`src/rtl/mem_tx_sequencer_if.sv`:
```
// rtl/mem_tx_sequencer_if.sv - command, memory read and uart_tx handshake bundle for mem_tx_sequencer
interface mem_tx_sequencer_if #(
   parameter int ADDR_W = 16
);
   logic              start;
   logic [ADDR_W-1:0] base_addr;
   logic [ADDR_W-1:0] word_count;
   logic              busy;
   logic              done;
   logic              err;
   logic [ADDR_W-1:0] mem_addr;
   logic              mem_rd_en;
   logic [31:0]       mem_rdata;
   logic              tx_dv;
   logic [7:0]        tx_byte;
   logic              tx_active;
   logic              tx_done;

   modport master (
      input  start, base_addr, word_count, mem_rdata, tx_active, tx_done,
      output busy, done, err, mem_addr, mem_rd_en, tx_dv, tx_byte
   );

   modport slave (
      output start, base_addr, word_count, mem_rdata, tx_active, tx_done,
      input  busy, done, err, mem_addr, mem_rd_en, tx_dv, tx_byte
   );
endinterface

```
`src/rtl/mem_tx_sequencer.sv`:
```
// rtl/mem_tx_sequencer.sv - streams memory words to uart_tx LSB byte first; TX_CHECKSUM_EN appends an XOR byte
module mem_tx_sequencer #(
   parameter int MEM_SIZE = 512,
   parameter int ADDR_W   = 16
) (
   input  logic               clk,
   input  logic               rst_n,
   mem_tx_sequencer_if.master bus
);
   typedef enum logic [2:0] {IDLE, RD_REQ, RD_WAIT, SEND, WAIT_TX, NEXT, FINISH} state_t;

   localparam logic [ADDR_W:0]   MEM_LIMIT = (ADDR_W+1)'(MEM_SIZE);
   localparam logic [ADDR_W-1:0] ONE       = ADDR_W'(1);

   state_t            state, state_n;
   logic [ADDR_W-1:0] addr_q, addr_n;
   logic [ADDR_W-1:0] remaining_q, remaining_n;
   logic [1:0]        byte_idx_q, byte_idx_n;
   logic [31:0]       word_q, word_n;
   logic              tx_dv_q, tx_dv_n;
   logic [7:0]        tx_byte_q, tx_byte_n;
   logic              err_q, err_n;
   logic [ADDR_W:0]   range_end;
   logic [7:0]        cur_byte;
   logic              in_csum;

`ifdef TX_CHECKSUM_EN
   logic [7:0] csum_q, csum_n;
   logic       csum_phase_q, csum_phase_n;
   assign in_csum = csum_phase_q;
`else
   assign in_csum = 1'b0;
`endif

   // One extra bit so a range ending past the top of the address space cannot wrap into legality
   assign range_end = {1'b0, bus.base_addr} + {1'b0, bus.word_count};
   assign cur_byte  = word_q[{byte_idx_q, 3'b000} +: 8];

   always_ff @(posedge clk or negedge rst_n) begin
      if (!rst_n) begin
         state        <= IDLE;
         addr_q       <= '0;
         remaining_q  <= '0;
         byte_idx_q   <= '0;
         word_q       <= '0;
         tx_dv_q      <= 1'b0;
         tx_byte_q    <= '0;
         err_q        <= 1'b0;
`ifdef TX_CHECKSUM_EN
         csum_q       <= '0;
         csum_phase_q <= 1'b0;
`endif
      end else begin
         state        <= state_n;
         addr_q       <= addr_n;
         remaining_q  <= remaining_n;
         byte_idx_q   <= byte_idx_n;
         word_q       <= word_n;
         tx_dv_q      <= tx_dv_n;
         tx_byte_q    <= tx_byte_n;
         err_q        <= err_n;
`ifdef TX_CHECKSUM_EN
         csum_q       <= csum_n;
         csum_phase_q <= csum_phase_n;
`endif
      end
   end

   always_comb begin
      state_n      = state;
      addr_n       = addr_q;
      remaining_n  = remaining_q;
      byte_idx_n   = byte_idx_q;
      word_n       = word_q;
      tx_dv_n      = 1'b0;
      tx_byte_n    = tx_byte_q;
      err_n        = 1'b0;
`ifdef TX_CHECKSUM_EN
      csum_n       = csum_q;
      csum_phase_n = csum_phase_q;
`endif
      case (state)
         IDLE: begin
            if (bus.start) begin
               if (bus.word_count == '0) begin
`ifdef TX_CHECKSUM_EN
                  csum_n       = '0;
                  csum_phase_n = 1'b1;
                  state_n      = SEND;
`else
                  state_n      = FINISH;
`endif
               end else if (range_end > MEM_LIMIT) begin
                  err_n = 1'b1;
               end else begin
                  addr_n      = bus.base_addr;
                  remaining_n = bus.word_count;
                  byte_idx_n  = '0;
                  state_n     = RD_REQ;
`ifdef TX_CHECKSUM_EN
                  csum_n       = '0;
                  csum_phase_n = 1'b0;
`endif
               end
            end
         end
         RD_REQ:  state_n = RD_WAIT;
         RD_WAIT: begin
            word_n  = bus.mem_rdata;
            state_n = SEND;
         end
         SEND: begin
            if (!bus.tx_active) begin
               tx_dv_n   = 1'b1;
               tx_byte_n = cur_byte;
               state_n   = WAIT_TX;
`ifdef TX_CHECKSUM_EN
               if (csum_phase_q) tx_byte_n = csum_q;
               else              csum_n    = csum_q ^ cur_byte;
`endif
            end
         end
         WAIT_TX: begin
            if (bus.tx_done) begin
               if (in_csum) begin
                  state_n = FINISH;
               end else if (byte_idx_q != 2'd3) begin
                  byte_idx_n = byte_idx_q + 2'd1;
                  state_n    = SEND;
               end else begin
                  state_n = NEXT;
               end
            end
         end
         NEXT: begin
            remaining_n = remaining_q - ONE;
            // The address only advances when another word follows, so it never points past the block
            if (remaining_q == ONE) begin
`ifdef TX_CHECKSUM_EN
               csum_phase_n = 1'b1;
               state_n      = SEND;
`else
               state_n      = FINISH;
`endif
            end else begin
               addr_n     = addr_q + ONE;
               byte_idx_n = '0;
               state_n    = RD_REQ;
            end
         end
         FINISH:  state_n = IDLE;
         default: state_n = IDLE;
      endcase
   end

   assign bus.busy      = (state != IDLE) && (state != FINISH);
   assign bus.done      = (state == FINISH);
   assign bus.err       = err_q;
   assign bus.mem_addr  = addr_q;
   assign bus.mem_rd_en = (state == RD_REQ);
   assign bus.tx_dv     = tx_dv_q;
   assign bus.tx_byte   = tx_byte_q;
endmodule

```
`src/flat_wrapper.sv`:
```
// flat-port wrapper written by rule: the top's interface ports become plain ports
module mem_tx_sequencer_flat 
#(
   parameter int MEM_SIZE = 512,
   parameter int ADDR_W   = 16
)
  (clk, rst_n, bus_start, bus_base_addr, bus_word_count, bus_mem_rdata, bus_tx_active, bus_tx_done, bus_busy, bus_done, bus_err, bus_mem_addr, bus_mem_rd_en, bus_tx_dv, bus_tx_byte);
  mem_tx_sequencer_if #(.ADDR_W(ADDR_W)) bus_i ();
  input  logic clk;
  input  logic rst_n;
  input wire logic [$bits(bus_i.start)-1:0] bus_start;
  input wire logic [$bits(bus_i.base_addr)-1:0] bus_base_addr;
  input wire logic [$bits(bus_i.word_count)-1:0] bus_word_count;
  input wire logic [$bits(bus_i.mem_rdata)-1:0] bus_mem_rdata;
  input wire logic [$bits(bus_i.tx_active)-1:0] bus_tx_active;
  input wire logic [$bits(bus_i.tx_done)-1:0] bus_tx_done;
  output wire logic [$bits(bus_i.busy)-1:0] bus_busy;
  output wire logic [$bits(bus_i.done)-1:0] bus_done;
  output wire logic [$bits(bus_i.err)-1:0] bus_err;
  output wire logic [$bits(bus_i.mem_addr)-1:0] bus_mem_addr;
  output wire logic [$bits(bus_i.mem_rd_en)-1:0] bus_mem_rd_en;
  output wire logic [$bits(bus_i.tx_dv)-1:0] bus_tx_dv;
  output wire logic [$bits(bus_i.tx_byte)-1:0] bus_tx_byte;
  assign bus_i.start = bus_start;
  assign bus_i.base_addr = bus_base_addr;
  assign bus_i.word_count = bus_word_count;
  assign bus_i.mem_rdata = bus_mem_rdata;
  assign bus_i.tx_active = bus_tx_active;
  assign bus_i.tx_done = bus_tx_done;
  assign bus_busy = bus_i.busy;
  assign bus_done = bus_i.done;
  assign bus_err = bus_i.err;
  assign bus_mem_addr = bus_i.mem_addr;
  assign bus_mem_rd_en = bus_i.mem_rd_en;
  assign bus_tx_dv = bus_i.tx_dv;
  assign bus_tx_byte = bus_i.tx_byte;
  mem_tx_sequencer #(.MEM_SIZE(MEM_SIZE), .ADDR_W(ADDR_W)) u_core (.clk(clk), .rst_n(rst_n), .bus(bus_i));
endmodule
```
`config.mk`:
```
export PLATFORM = sky130hd
export DESIGN_NAME = mem_tx_sequencer_flat
export DESIGN_NICKNAME = d
export VERILOG_FILES = /design/src/rtl/mem_tx_sequencer_if.sv /design/src/rtl/mem_tx_sequencer.sv /design/src/flat_wrapper.sv
export SDC_FILE = /design/constraint.sdc
export NUM_CORES = 1
export LEC_CHECK = 0
export ABC_AREA = 1
export CAP_MARGIN = 20
export CORE_MARGIN = 2
export CORE_UTILIZATION = 54
export DETAILED_ROUTE_END_ITERATION = 16
export PLACE_DENSITY = 0.83
export SLEW_MARGIN = 20
export SYNTH_ARGS = -nofsm -noshare
export SYNTH_HDL_FRONTEND = slang
export SYNTH_SLANG_ARGS = --single-unit
export TNS_END_PERCENT = 1
```
`constraint.sdc`:
```
create_clock -name clk -period 2.6 [get_ports clk]
set_input_delay 0.52 -clock clk [delete_from_list [all_inputs] [get_ports clk]]
set_output_delay 0.52 -clock clk [all_outputs]
set_load 0.01 [all_outputs]
```
**Word-level counts from Yosys, hierarchy flattened**

Cells that the tools add are included.

- Flip-flop bits (word level): 79
- Input bits: 69

- Add/sub/neg operators: 4
- Magnitude comparators: 1
- Equal/unequal tests: 17
- Shifts and indexed selects: 1
- Multiplexer cells: 30
- Bitwise logic cells: 1
- Reduce and logical (&&, ||, !) cells: 11

Operators by type and width:

| kind | count |
|---|---|
| two-way mux 16 bit | 7 |
| one-hot mux 16 bit (2 select lines) | 2 |
| variable part select 32 x 6 -> 8 bit | 1 |
| two-way mux 3 bit | 7 |
| one-hot mux 3 bit (6 select lines) | 1 |
| adder 16 x 16 -> 17 bit | 1 |
| greater-than comparator 17 x 10 -> 1 bit, second input constant | 1 |
| adder 16 x 1 -> 16 bit, second input constant | 1 |
| equality test 16 x 1 -> 1 bit, second input constant | 1 |
| logical NOT 16 bit | 1 |
| subtractor 16 x 1 -> 16 bit, second input constant | 1 |
| inequality test 2 bit, second input constant | 7 |
| two-way mux 2 bit | 6 |
| equality test 3 bit, second input constant | 3 |
| AND reduction 4 bit | 2 |
| AND reduction 7 bit | 1 |
| equality test 3 x 2 -> 1 bit, second input constant | 2 |
| two-way mux 1 bit | 6 |
| one-hot mux 2 bit (3 select lines) | 1 |
| nonzero test 3 bit | 2 |
| AND reduction 5 bit | 1 |
| equality test 3 x 1 -> 1 bit, second input constant | 1 |
| logical NOT 3 bit | 1 |
| inequality test 3 x 2 -> 1 bit, second input constant | 1 |
| 7 further kinds | 7 |

**Longest topological paths before layout**

Gate-level depths: netlist of run 1.

- Depth in word-level cells: 6
- Depth in mapped cells: 18

**Worst setup path after synthesis of run 1**

OpenSTA, ideal clock, no wires.

- Kind: input -> register
- From: input bus_word_count[0]
- To: register u_core.addr_q[4] (netlist: u_core.bus.mem_addr[4])
- Library setup time: 0.117 ns
- Arrival: 2.372 ns
- Data required time: 2.483 ns
- Setup slack: 0.111 ns
- Cell stages on the path: 17
- Cells stage by stage: ha_1 fa_1 nand2_1 nand2_1 nand3b_1 nand2_1 nand2_1 nand2_1 nand2_1 nand3_1 nor2_2 nand3_4 nand2_8 nand3_4 buf_6 nand2_1 nand2_1

- Longest elaborated chain between the ends: 4
- Elaborated cells between the ends (all ways): 6
- Classes of those cells: 1 x add/sub; 1 x order compare; 2 x eq/ne; 2 x reduce/logical

Ends and longest elaborated chain:

| what | RTL line | text |
|---|---|---|
| from (decl) | flat_wrapper.sv:13 | `input wire logic [$bits(bus_i.word_count)-1:0] bus_word_count;` |
| adder 16 x 16 -> 17 bit | mem_tx_sequencer.sv:36 | `assign range_end = {1'b0, bus.base_addr} + {1'b0, bus.word_count};` |
| greater-than comparator 17 x 10 -> 1 bit | mem_tx_sequencer.sv:93 | `end else if (range_end > MEM_LIMIT) begin` |
| inequality test 2 bit (no source line) | - |  |
| AND reduction 5 bit (no source line) * | - |  |
| to (signal assigned) | mem_tx_sequencer.sv:55 | `addr_q <= addr_n;` |
| to (decl) | mem_tx_sequencer.sv:16 | `logic [ADDR_W-1:0] addr_q, addr_n;` |

Mark *: on every way between the ends. The rest lies on a longest branch, timed or not.
A chain may end at the register's enable or synchronous reset.

**Worst setup path after layout of run 1**

- From: input bus_word_count[1]
- To: register u_core.remaining_q[10]

- Longest elaborated chain between the ends: 4
- Elaborated cells between the ends (all ways): 6
- Classes of those cells: 1 x add/sub; 1 x order compare; 2 x eq/ne; 2 x reduce/logical

Ends and longest elaborated chain:

| what | RTL line | text |
|---|---|---|
| adder 16 x 16 -> 17 bit | mem_tx_sequencer.sv:36 |  |
| greater-than comparator 17 x 10 -> 1 bit | mem_tx_sequencer.sv:93 |  |
| inequality test 2 bit (no source line) | - |  |
| AND reduction 4 bit (no source line) * | - |  |
| to (signal assigned) | mem_tx_sequencer.sv:56 | `remaining_q <= remaining_n;` |
| to (decl) | mem_tx_sequencer.sv:17 | `logic [ADDR_W-1:0] remaining_q, remaining_n;` |

Marks and branches as above.

==> metrics.txt, run 1 <==
# TYPE chip_impl_metric gauge
chip_impl_info{name="crit_path_end_kind",value="flip-flop"} 1
chip_impl_metric{name="drive_gt1_share",unit="%"} 15.8
chip_impl_metric{name="detail_route.wirelength",unit="microns"} 17500
chip_impl_metric{name="syn_inst",unit=""} 829
chip_impl_metric{name="cts_inserted_buffers",unit=""} 9
chip_impl_metric{name="initial_core_util",unit="%"} 56.2
chip_impl_metric{name="setup-violations-final",unit=""} 0
chip_impl_metric{name="path_max_fanout",unit=""} 8
chip_impl_info{name="crit_family",value="simple AND/OR/NAND/NOR gates"} 1
chip_impl_metric{name="worst_tran_pin_value",unit="ns"} 0.614
chip_impl_metric{name="met3_length",unit="microns"} 1170
chip_impl_metric{name="design.core.area",unit="sq mm"} 0.00986
chip_impl_metric{name="routed_met2_length",unit="microns"} 8360
chip_impl_info{name="clk_root_buffer_cell",value="clkbuf_8"} 1
chip_impl_metric{name="clk_latency",unit="ns"} 0.35
chip_impl_metric{name="die_y",unit="microns"} 105
chip_impl_metric{name="netSwitchingFraction",unit="%"} 40.5
chip_impl_metric{name="detailedPlacementHpwl",unit="microns"} 12500
chip_impl_info{name="worst_r2r_startpoint",value="u_core.bus.mem_addr[0]"} 1
chip_impl_metric{name="die_w",unit="microns"} 105
chip_impl_metric{name="share_clk_of_total_power",unit="%"} 18.0
chip_impl_info{name="critPathLaunchType",value="input port"} 1
chip_impl_info{name="critical-path-slowest-cell",value="fa_2"} 1
chip_impl_metric{name="yosys_warnings",unit=""} 0
chip_impl_info{name="tritoncts",value="yes"} 1
chip_impl_metric{name="ys_seq_elements",unit=""} 79
chip_impl_metric{name="irDropWorstVdd",unit="V"} 0.000399
chip_impl_metric{name="initial_antenna_violation_count",unit=""} 0
chip_impl_metric{name="route.vias.total",unit=""} 6218
chip_impl_metric{name="timing.critical_path.buf_inv",unit=""} 1
chip_impl_metric{name="r2r.worst_path.cells",unit=""} 11
chip_impl_metric{name="maxClockFrequency",unit="MHz"} 393
chip_impl_metric{name="ys_types",unit=""} 39
chip_impl_metric{name="leakage_component_of_the_power",unit="uW"} 0.00389
chip_impl_metric{name="regToRegSetupSlack",unit="ns"} 0.21
chip_impl_metric{name="design_area_final",unit="sq mm"} 0.00761
chip_impl_metric{name="placement.cell_area",unit="sq mm"} 0.00704
chip_impl_metric{name="detailedRoute.firstIterationViolations",unit=""} 577
chip_impl_metric{name="tns",unit="ns"} 0
chip_impl_info{name="highest_metal_layer_with_signal_wires",value="met4"} 1
chip_impl_metric{name="mappedNetlistNets",unit=""} 919
chip_impl_info{name="type_of_the_worst_setup_path",value="input port to flip-flop"} 1
chip_impl_metric{name="critical_path_required",unit="ns"} 2.84
chip_impl_metric{name="wl_met1",unit="microns"} 7410
chip_impl_metric{name="grt_pass1_vias",unit=""} 6064
chip_impl_metric{name="fill_cells",unit=""} 727
chip_impl_info{name="worstHoldPathType",value="input port to async pin"} 1
chip_impl_metric{name="final-hold-violation-count",unit=""} 0
chip_impl_metric{name="worst_slew_margin_rel",unit="%"} 59.1
chip_impl_metric{name="cts.path.max_buffers",unit=""} 2
chip_impl_metric{name="fin_worst_hold_slack",unit="ns"} 0.127
chip_impl_metric{name="post_drt_via_cell_ratio",unit=""} 5.57
chip_impl_metric{name="power_per_unit_of_standard_cell_area",unit="mW/mm^2"} 655
chip_impl_metric{name="overall_die_area",unit="sq mm"} 0.0111
chip_impl_metric{name="ant_diodes",unit=""} 0
chip_impl_info{name="most-common-layout-cells",value="nand2_1 (293), inv_1 (87), dfrtp_1 (79)"} 1
chip_impl_metric{name="remaining_drc_errors",unit=""} 0
chip_impl_metric{name="synth_sequential_area_ratio",unit="%"} 35.7
chip_impl_metric{name="clock_skew",unit="ns"} 0.0148
chip_impl_metric{name="grt_pass1_wl",unit="microns"} 28300
chip_impl_metric{name="wp_data_arrival",unit="ns"} 2.79
chip_impl_metric{name="ios",unit=""} 98
chip_impl_metric{name="port_buffers",unit=""} 97
chip_impl_metric{name="path_clk_slew",unit="ns"} 0.10
chip_impl_metric{name="netsw",unit="uW"} 2020
chip_impl_info{name="layout_commonest_cell",value="nand2_1"} 1
chip_impl_metric{name="mappedNetlistArea",unit="sq mm"} 0.00554
chip_impl_metric{name="multi_input_area",unit="sq mm"} 0.00340
chip_impl_metric{name="avgRoutedWirePerCell",unit="microns"} 15.7
chip_impl_metric{name="finalCriticalPeriod",unit="ns"} 2.55
chip_impl_metric{name="clock_sink_count",unit=""} 79
chip_impl_metric{name="syn_to_final_growth",unit="%"} 37.3
chip_impl_info{name="reg2reg_to",value="u_core.bus.mem_addr[12]"} 1
chip_impl_metric{name="sequential_cell_area",unit="sq mm"} 0.00198
chip_impl_metric{name="internal-power",unit="uW"} 2970
chip_impl_metric{name="drv_cap",unit=""} 0
chip_impl_metric{name="part_of_the_total_power_dissipated_in_sequential_elements",unit="%"} 43.0
chip_impl_metric{name="finalCritPeriodShare",unit="%"} 97.9
chip_impl_metric{name="grt-ovfl-total",unit=""} 0
chip_impl_metric{name="clock_tree.htree_level_count",unit=""} 3
chip_impl_metric{name="grt_max_degree",unit=""} 42
chip_impl_metric{name="critPathMaxStageDelay",unit="ns"} 0.46
chip_impl_metric{name="nNetsFinal",unit=""} 1069
chip_impl_info{name="cp_cell_instances",value="dlygate4sd2_1 > fa_2 > nand2_2 > nand2_2 > and2_1 > nand2_1 > nand3_1 > nor2_1 > nand3_1 > nand2_1 > nand3_4 > nand2_8 > nand3_4 > nand2_2 > nand2_1"} 1
chip_impl_metric{name="first_pass_iters",unit=""} 7
chip_impl_metric{name="finalWeightedCongestion",unit=""} 0.983
chip_impl_metric{name="gr-usage-all-layers",unit="%"} 31.5
chip_impl_metric{name="placementRows",unit=""} 36
chip_impl_info{name="run_status",value="complete, no violations"} 1
chip_impl_metric{name="postRouteAntennaNets",unit=""} 0
chip_impl_metric{name="p_comb_share",unit="%"} 39.0
chip_impl_metric{name="syn_area_per_cell",unit="sq um"} 6.68
chip_impl_metric{name="timing_max_transition_violations_final",unit=""} 0
==> sequential cells by signal (all words and copies together) (netlist names) <==
register	count
u_core.bus.err	1
u_core.state	3
u_core.word_q	32
u_core.bus.tx_dv	1
u_core.bus.tx_byte	8
u_core.bus.mem_addr	16
u_core.byte_idx_q	2
u_core.remaining_q	16
==> metal layers <==
layer / track usage [%] / vias to the layer above
met5: 0 / -
met4: 11.3 / 0
met3: 3.28 / 62
met2: 53.3 / 284
met1: 41.8 / 2896
li1: - / 2976
==> per-stage QoR <==
| stage | std cells | setup WS (ns) | utilization, % | total power (uW) |
|---|---|---|---|---|
| after floorplan | 829 | 0.111 | - | 3110 |
| after global placement | 1095 | -0.490 | 71.4 | 3850 |
| after detailed placement | 1095 | -0.628 | 71.4 | 3950 |
| after CTS | 1115 | 0.00180 | 75.3 | 4890 |
| after global routing | 1117 | -0.0229 | 77.1 | 5330 |
| final | 1117 | 0.0536 | 77.1 | 4980 |
==> cell usage after synthesis (all sizes together) <==
cell / n / area [sq um]
a21o: 1 / 7.51
dfrtp: 79 / 1980
nand4: 45 / 282
nand2: 314 / 1200
nor3: 12 / 71.3
a21oi: 15 / 75.1
and3: 2 / 12.5
nor2: 80 / 318
o21ai: 53 / 265
buf: 9 / 62.6
clkbuf: 20 / 75.1
a31oi: 8 / 50.1
fa: 1 / 20.0
inv: 91 / 342
o21bai: 2 / 15.0
xnor2: 4 / 35.0
and2: 3 / 18.8
ha: 20 / 250
nand3b: 1 / 7.51
o211ai: 6 / 45.0
xor2: 10 / 87.6
a22oi: 1 / 7.51
nand3: 46 / 273
a21boi: 2 / 15.0
clkinv: 1 / 3.75
or2: 3 / 18.8
==> worst max path at each step <==
stage / end / start / slack (ns) / cells after the start
finish: u_core.remaining_q[10] / bus_word_count[1] / 0.05 / 15
global route: u_core.remaining_q[10] / bus_word_count[1] / -0.02 / 16
CTS: u_core.remaining_q[11] / bus_word_count[13] / 0.002 / 14
detailed placement: u_core.bus.mem_addr[2] / bus_word_count[0] / -0.63 / 17
global placement: u_core.bus.mem_addr[3] / bus_base_addr[0] / -0.49 / 16
floorplan: u_core.bus.mem_addr[4] / bus_word_count[0] / 0.11 / 17
==> power by group through the flow <==
| stage | clock (uW) | sequential [uW] | combinational [uW] |
|---|---|---|---|
| finish | 895 | 2140 | 1950 |
| global route | 960 | 2200 | 2180 |
| CTS | 899 | 2120 | 1880 |
| detailed placement | 0 | 2130 | 1820 |
| global placement | 0 | 2110 | 1740 |
| floorplan | 0 | 2060 | 1050 |
==> cell type report <==
type / count / share of cell area [%]
Sequential cell: 79 / 26.0
Timing Repair Buffer: 166 / 20.2
Clock inverter: 6 / 0.658
Multi-Input combinational cell: 631 / 44.7
Inverter: 92 / 4.54
Clock buffer: 10 / 1.81
Tap cell: 133 / 2.19
==> kinds of logic (layout without fill, tap and decap cells) <==
family,Yosys count,after routing,synth area share (%)
fa+ha+maj,21,21,4.88
compound gates,88,88,8.67
flops,79,79,35.7
xor+xnor,14,14,2.21
simple gates,506,508,39.8
buf+inv,121,274,8.72
==> repair_timing <==
item	CTS	global route
endpoints found under the setup margin	38	38
pin swaps	8	17
cloned	2	0
hold buffers	0	0
gates resized for setup	35	50
setup buffers	2	2
(Power assumes the default switching activity.)
==> run 2, diff against run 1 <==
--- a/config.mk
+++ b/config.mk
@@ -11,7 +11,6 @@
 export CORE_UTILIZATION = 54
 export DETAILED_ROUTE_END_ITERATION = 16
 export PLACE_DENSITY = 0.83
-export SLEW_MARGIN = 20
 export SYNTH_ARGS = -nofsm -noshare
 export SYNTH_HDL_FRONTEND = slang
 export SYNTH_SLANG_ARGS = --single-unit
==> results of run 2 <==
The final DEF is identical to that of run 1; final timing and power are the same.
